==> config.mk <==
export PLATFORM = sky130hd
export DESIGN_NAME = microcode_sequencer
export DESIGN_NICKNAME = d
export VERILOG_FILES = /design/src/rtl/microcode_sequencer.sv
export SDC_FILE = /design/constraint.sdc
export NUM_CORES = 1
export LEC_CHECK = 0
export ABC_AREA = 1
export CAP_MARGIN = 20
export CORE_ASPECT_RATIO = 2
export CORE_MARGIN = 4
export CORE_UTILIZATION = 30
export CTS_CLUSTER_DIAMETER = 60
export DETAILED_ROUTE_END_ITERATION = 10
export GPL_ROUTABILITY_DRIVEN = 0
export HOLD_SLACK_MARGIN = 0.05
export PLACE_DENSITY = 0.69
export SLEW_MARGIN = 20
export SYNTH_ARGS = -nofsm -noshare
export SYNTH_HDL_FRONTEND = slang
export SYNTH_SLANG_ARGS = --single-unit
==> constraint.sdc <==
create_clock -name clk -period 1.9 [get_ports clk]
set_clock_uncertainty 0.1 [all_clocks]
set_input_delay 0.285 -clock clk [delete_from_list [all_inputs] [get_ports clk]]
set_output_delay 0.285 -clock clk [all_outputs]
set_load 0.01 [all_outputs]
==> src/rtl/microcode_sequencer.sv <==
`timescale 1ns/1ps
// -----------------------------------------------------------------------------
// microcode_sequencer
//
// Programmable controller for the cumulative-adder datapath (8-entry register
// file, 3-bit-op ALU, output buffer, a>b comparator). It fetches 16-bit
// microinstructions from an external synchronous ROM and turns each one into
// a single-cycle datapath control word. Branches test the comparator output.
// Each instruction takes two cycles: FETCH presents the address, EXEC decodes
// the ROM data that arrives one cycle later.
//
// Optional build macro:
//   SEQ_SINGLE_STEP_EN - adds the `step` input and a PAUSE state entered after
//                        every non-HALT EXEC; PAUSE moves on to FETCH only on
//                        a cycle where step=1.
//
// Ports:
//   clk, reset        rising-edge clock, synchronous active-high reset
//   start             level; begins execution at pc=0 from IDLE or HALT
//   step              (SEQ_SINGLE_STEP_EN only) releases PAUSE
//   imem_addr         ROM address, always equal to pc
//   imem_data         ROM data, valid the cycle after imem_addr
//   RFSrcMuxSel       1 = RF write data is the constant 1
//   readAddr1/2       RF read ports, also comparator operands a/b
//   writeAddr/writeEn RF write port
//   outBuf            latch RF port-1 data into the output buffer
//   aluOP             ALU opcode (000 add,001 sub,010 and,011 or,100 xor,101 not)
//   aBTb              comparator result RF[readAddr1] > RF[readAddr2]
//   busy              high in FETCH, EXEC (and PAUSE)
//   done              high in HALT
//   state_dbg         current FSM state encoding, for observation only
//
// Handshake: there is no valid/ready pair; the control word is meaningful
// only in the single EXEC cycle and is all-zero in every other state.
// -----------------------------------------------------------------------------
module microcode_sequencer #(
   parameter int PC_W = 6
) (
   input  logic            clk,
   input  logic            reset,
   input  logic            start,
`ifdef SEQ_SINGLE_STEP_EN
   input  logic            step,
`endif
   output logic [PC_W-1:0] imem_addr,
   input  logic [15:0]     imem_data,
   output logic            RFSrcMuxSel,
   output logic [2:0]      readAddr1,
   output logic [2:0]      readAddr2,
   output logic [2:0]      writeAddr,
   output logic            writeEn,
   output logic            outBuf,
   output logic [2:0]      aluOP,
   input  logic            aBTb,
   output logic            busy,
   output logic            done,
   output logic [2:0]      state_dbg
);

   // S_PAUSE keeps its encoding in every build so state_dbg decodes the same
   // way; it is only reachable when single-step is compiled in.
   typedef enum logic [2:0] {
      S_IDLE  = 3'd0,
      S_FETCH = 3'd1,
      S_EXEC  = 3'd2,
      S_HALT  = 3'd3,
      S_PAUSE = 3'd4
   } state_t;

   localparam logic [2:0] OP_ALU  = 3'b000;
   localparam logic [2:0] OP_LD1  = 3'b001;
   localparam logic [2:0] OP_OUT  = 3'b010;
   localparam logic [2:0] OP_BRT  = 3'b011;
   localparam logic [2:0] OP_JMP  = 3'b100;
   localparam logic [2:0] OP_HALT = 3'b111;

   state_t          state, state_next;
   logic [PC_W-1:0] pc, pc_next;

   // Instruction fields; bit 12 carries no meaning.
   logic [2:0]      op, f1, f2, f3, f4;
   logic [PC_W-1:0] target;
   logic [PC_W-1:0] pc_inc;
   logic            unused_bit12;
   state_t          after_exec;

   assign op           = imem_data[15:13];
   assign f1           = imem_data[11:9];
   assign f2           = imem_data[8:6];
   assign f3           = imem_data[5:3];
   assign f4           = imem_data[2:0];
   assign target       = imem_data[PC_W-1:0];
   assign unused_bit12 = imem_data[12];
   // Natural PC_W-bit overflow gives the required wrap from the top address to 0.
   assign pc_inc       = pc + {{(PC_W-1){1'b0}}, 1'b1};

`ifdef SEQ_SINGLE_STEP_EN
   assign after_exec = S_PAUSE;
`else
   assign after_exec = S_FETCH;
`endif

   assign imem_addr = pc;
   assign state_dbg = state;

   always_ff @(posedge clk) begin
      if (reset) begin
         state <= S_IDLE;
         pc    <= '0;
      end else begin
         state <= state_next;
         pc    <= pc_next;
      end
   end

   always_comb begin
      state_next  = state;
      pc_next     = pc;
      busy        = 1'b0;
      done        = 1'b0;
      RFSrcMuxSel = 1'b0;
      readAddr1   = 3'd0;
      readAddr2   = 3'd0;
      writeAddr   = 3'd0;
      writeEn     = 1'b0;
      outBuf      = 1'b0;
      aluOP       = 3'd0;

      case (state)
         S_IDLE: begin
            if (start) begin
               state_next = S_FETCH;
               pc_next    = '0;
            end
         end

         S_FETCH: begin
            busy       = 1'b1;
            state_next = S_EXEC;
         end

         S_EXEC: begin
            busy       = 1'b1;
            pc_next    = pc_inc;
            state_next = after_exec;
            case (op)
               OP_ALU: begin
                  writeAddr = f1;
                  readAddr1 = f2;
                  readAddr2 = f3;
                  aluOP     = f4;
                  writeEn   = 1'b1;
               end
               OP_LD1: begin
                  writeAddr   = f1;
                  RFSrcMuxSel = 1'b1;
                  writeEn     = 1'b1;
               end
               OP_OUT: begin
                  readAddr1 = f2;
                  outBuf    = 1'b1;
               end
               OP_BRT: begin
                  // Comparator operands and aBTb are both live in this cycle.
                  readAddr1 = f1;
                  readAddr2 = f2;
                  if (aBTb) pc_next = target;
               end
               OP_JMP: begin
                  pc_next = target;
               end
               OP_HALT: begin
                  pc_next    = pc;
                  state_next = S_HALT;
               end
               default: begin
                  // 101 and 110 are NOPs: advance pc, assert nothing.
               end
            endcase
         end

         S_HALT: begin
            done = 1'b1;
            if (start) begin
               state_next = S_FETCH;
               pc_next    = '0;
            end
         end

`ifdef SEQ_SINGLE_STEP_EN
         S_PAUSE: begin
            busy = 1'b1;
            if (step) state_next = S_FETCH;
         end
`endif

         default: begin
            state_next = S_IDLE;
            pc_next    = '0;
         end
      endcase
   end

endmodule

; ---- Word-level counts from Yosys, hierarchy flattened
; Index checks and enable logic that the tools add are counted.
[op_classes]
mux = 23
bitwise = 1
n_eq_ne = 10
add_sub_neg = 1
reduce_logical = 7
[op_table]
columns = operator, n
row1 = 6-bit case mux with 3 select lines, 2
row2 = 3-bit two-way mux, 7
row3 = "3-bit by 2-bit == test with 1-bit output, second input constant", 4
row4 = 6-bit two-way mux, 2
row5 = 3-bit case mux with 2 select lines, 2
row6 = 3-bit case mux with 3 select lines, 1
row7 = 1-bit two-way mux, 8
row8 = 2-bit OR reduction, 4
row9 = "6-bit by 1-bit adder with 6-bit output, second input constant", 1
row10 = "3-bit by 1-bit == test with 1-bit output, second input constant", 2
row11 = "3-bit == test, second input constant", 2
row12 = 3-bit zero test, 2
row13 = 3-bit AND reduction, 1
row14 = 2-bit two-way mux, 1
row15 = "2-bit by 1-bit inequality test with 1-bit output, second input constant", 1
row16 = "2-bit inequality test, second input constant", 1
row17 = 1-bit inverter, 1
[totals]
wordCells = 44
ff_bits = 9

; ---- Logic depth before layout (Yosys ltp)
[depth]
depth_word = 4
mapped_depth = 8

; ---- Worst setup path before layout
; Ideal clock, no wire load.
[synth_timing]
kind = register -> output
startpoint = register state[1] (netlist: state_dbg[1])
endpoint = output port aluOP[0]
stages_incl_launch_ff = 7
n_path_buf = 1
setup_slack_ns = 0.129
arrival_ns = 1.386
path_cell_list = dfxtp_1 -> ha_1 -> inv_1 -> clkbuf_1 -> nor2_2 -> inv_2 -> nor3_1
[synth_via]
elab_chain_cells = 2
[synth_lines]
columns = item, line
row1 = "start, declared", 77  ; state_t state, state_next;
row2 = "start signal, assigned", 111  ; state <= state_next;
row3 = 3-bit by 2-bit == test with 1-bit output, 129  ; case (state)
row4 = 3-bit two-way mux, 129
row5 = "end, declared", 53  ; output logic [2:0] aluOP,
; No other way between the ends.

; ---- Worst setup path after layout
[layout_timing]
startpoint = register state[0] (netlist: state_dbg[0])
endpoint = output port aluOP[2]
; The elaborated chain is that of the path after synthesis.

==> impl_metrics.py <==
metrics = {
    "route": {
        "m1WireLength_um": 923,
        "ant_nets": 0,
        "vias_per_cell": 4.66,
        "dr.pass1.iters": 3,
        "top_layer": "met4",
        "wl_met3_um": 194,
        "routedWlPerCell_um": 11.6,
        "first_iter_violations": 15,
        "routed_wl_um": 2680,
        "drc_errors": 0,
        "via_count": 1076,
        "met2WireLength_um": 1450,
    },
    "cells_and_area": {
        "utilization": 0.552,
        "design_area_um2": 1400,
        "final_nets": 230,
        "drive_gt1_frac": 0.177,
        "syn2layout_area_growth_pct": 76.4,
        "final_cells": 231,
        "n_fill_cell": 278,
        "antenna_cells": 0,
    },
    "timing": {
        "rsz0062_at_grt": "no",
        "period_share": 0.960,
        "whs_ns": 0.396,
        "drv_slew": 0,
        "setup_viol": 0,
        "hold_viol": 0,
        "fmax_mhz": 548,
        "worst_slack_ns": 0.0765,
        "finalCriticalPeriod_ns": 1.82,
    },
    "clock_network": {
        "cts_tree": "done",
        "cts.htree.levels": 1,
        "cts_buffers": 3,
        "clock-sinks": 8,
        "hold_buffers": 0,
        "insertion_delay_ns": 0.22,
        "cts_root_buffer": "clkbuf_8",
        "ctsLongestPathBuffers": 2,
        "clk_pin_slew_worst_paths_ns": 0.04,
    },
    "worst_setup_path": {
        "r2r_end": "imem_addr[4]$_SDFFE_PP0P_",
        "path_max_fanout": 4,
        "ff2ff_path_depth": 9,
        "r2r_start": "state_dbg[0]$_SDFFE_PP0N_",
        "required_ns": 1.51,
        "r2r_slack_ns": 0.33,
        "critPathKind": "reg -> out",
        "cp.arrival_ns": 1.44,
        "cp-end-kind": "primary output",
        "start_kind": "register",
    },
    "worst_hold_path": {
        "worstHoldStart": "imem_addr[5]$_SDFFE_PP0P_",
        "hold_end": "imem_addr[5]$_SDFFE_PP0P_",
        "whs_path_depth": 2,
        "hp-class": "reg -> reg",
    },
    "synthesis": {
        "yosysTopAreaCellShare": 0.208,
        "ys.flop_type": "dfxtp_1",
        "synth_most_common_cell": "nand2_1",
        "ys_ff_latch": 8,
        "synthTopCellsByCount": "nand2_1 (44), a21oi_1 (17), inv_1 (17)",
        "synthTopCellsByArea": "nand2_1 (21%), dfxtp_1 (20%), a21oi_1 (11%), inv_1 (8.0%), ha_1 (7.9%)",
        "netlist_area_um2": 795,
        "ys_types": 23,
        "synth_fp_nets": 166,
        "yosysSeqAreaShare": 0.202,
        "yosys_warnings": 0,
        "synthCells": 141,
        "synth-edff-count": 0,
        "avgSynthCellArea_um2": 5.63,
        "async_reset_ff_frac": 0,
        "synth_area_leader_cell": "nand2_1",
    },
    "placement": {
        "place_hpwl_um": 2290,
        "placed_cells": 227,
        "numPortBuffers": 43,
        "placed_area_um2": 1380,
        "place_ws_ns": -0.414,
    },
    "global_routing": {
        "grt_max_degree": 11,
        "grt.total_usage": 0.165,
        "grt.overflow.total": 0,
        "grt_first_pass_wirelength_um": 4500,
        "antenna_found_initial": 0,
        "grt_pass1_vias": 1082,
    },
    "floorplan": {
        "die-width_um": 44.4,
        "io_pins": 46,
        "rows": 26,
        "die_y_um": 80.8,
        "die_area_um2": 3590,
        "core_um2": 2540,
        "start_util": 0.313,
    },
    "power_and_ir_drop": {
        "power.leakage_uw": 0.000686,
        "irDropWorstVdd_v": 0.000381,
        "power.density_nw_per_um2": 464,
    },
    "outcome": {
        "status": "finished, final reports clean",
    },
    "job": {
        "maxCapViolCount": 0,
    },
}
==> cell type report <==
cell class / count / area (µm²) / share of cell area
flip-flops and latches: 8 / 160 / 0.114
well taps: 28 / 35.0 / 0.0250
multi-input cells: 108 / 536 / 0.382
repair buffers: 63 / 548 / 0.391
clock buffers: 3 / 41.3 / 0.0295
inverters: 21 / 81.3 / 0.0580
==> cell usage in the layout, fill, tap and decap left out, drive strengths merged, types with 2 or more instances in the layout <==
master	instances
ha	5
nand3	11
clkdlybuf4s50	24
nand2	46
inv	21
dlygate4sd2	15
nor3	3
nor2	14
buf	21
nand4	4
o21ai	2
dfxtp	8
clkbuf	5
a21oi	17
==> registers in the layout, summed over array words and instances, names as in the netlist <==
name / cells
imem_addr: 6
state_dbg: 2
==> cell families after synthesis <==
kind of cell / after synthesis / synth area share
adders and majority gates: 5 / 0.0787
xor gates and xnor gates: 2 / 0.0221
DFF: 8 / 0.202
other: 1 / 0.00472
and+or+nand+nor: 80 / 0.436
AOI/OAI and AO/OA: 20 / 0.129
buffers and inverters: 25 / 0.128
==> routing by layer <==
layer | vias to the layer above | global-route usage
li1 | 570 | -
met1 | 451 | 0.157
met2 | 43 | 0.306
met3 | 12 | 0.0155
met4 | 0 | 0.127
met5 | - | 0
==> metrics by stage <==
| stage | TNS (ns) | total power (µW) |
|---|---|---|
| 2_1_floorplan | 0 | 310 |
| 3_3_place_gp | -4.80 | 461 |
| 5_1_grt | 0 | 698 |
| 3_5_place_dp | -4.91 | 466 |
| 4_1_cts | 0 | 662 |
| 6_report | 0 | 650 |
==> power by group <==
part	switching, µW	leakage [µW]	internal [µW]
sequential	6.62	0.0000649	178
combinational	136	0.000599	132
clock	60.4	0.0000216	137
==> worst max-delay path by stage <==
stage | start | cells after the start | endpoint
floorplan | state_dbg[1]$_SDFFE_PP0N_ | 6 | aluOP[0]
global placement | imem_data[15] | 7 | readAddr2[0]
detailed placement | imem_data[15] | 7 | readAddr2[0]
CTS | state_dbg[0]$_SDFFE_PP0N_ | 7 | aluOP[2]
global route | imem_data[14] | 7 | readAddr2[0]
finish | state_dbg[0]$_SDFFE_PP0N_ | 7 | aluOP[2]
==> what timing repair did <==
| item | 4_1_cts | 5_1_grt |
|---|---|---|
| setup buffers | 1 | 0 |
| gates cloned | 0 | 0 |
| resized for setup | 26 | 4 |
| setup endpoints to repair | 16 | 2 |
| pin swaps | 1 | 0 |
==> critical path, stage by stage (launching register included) <==
cell and delay (ns):
dfxtp_1 0.31, inv_1 0.05, ha_1 0.15, inv_1 0.08
nor2_2 0.13, inv_2 0.06, nor3_1 0.14, dlygate4sd2_1 0.30
No activity file was read; power rests on OpenSTA's default activity.
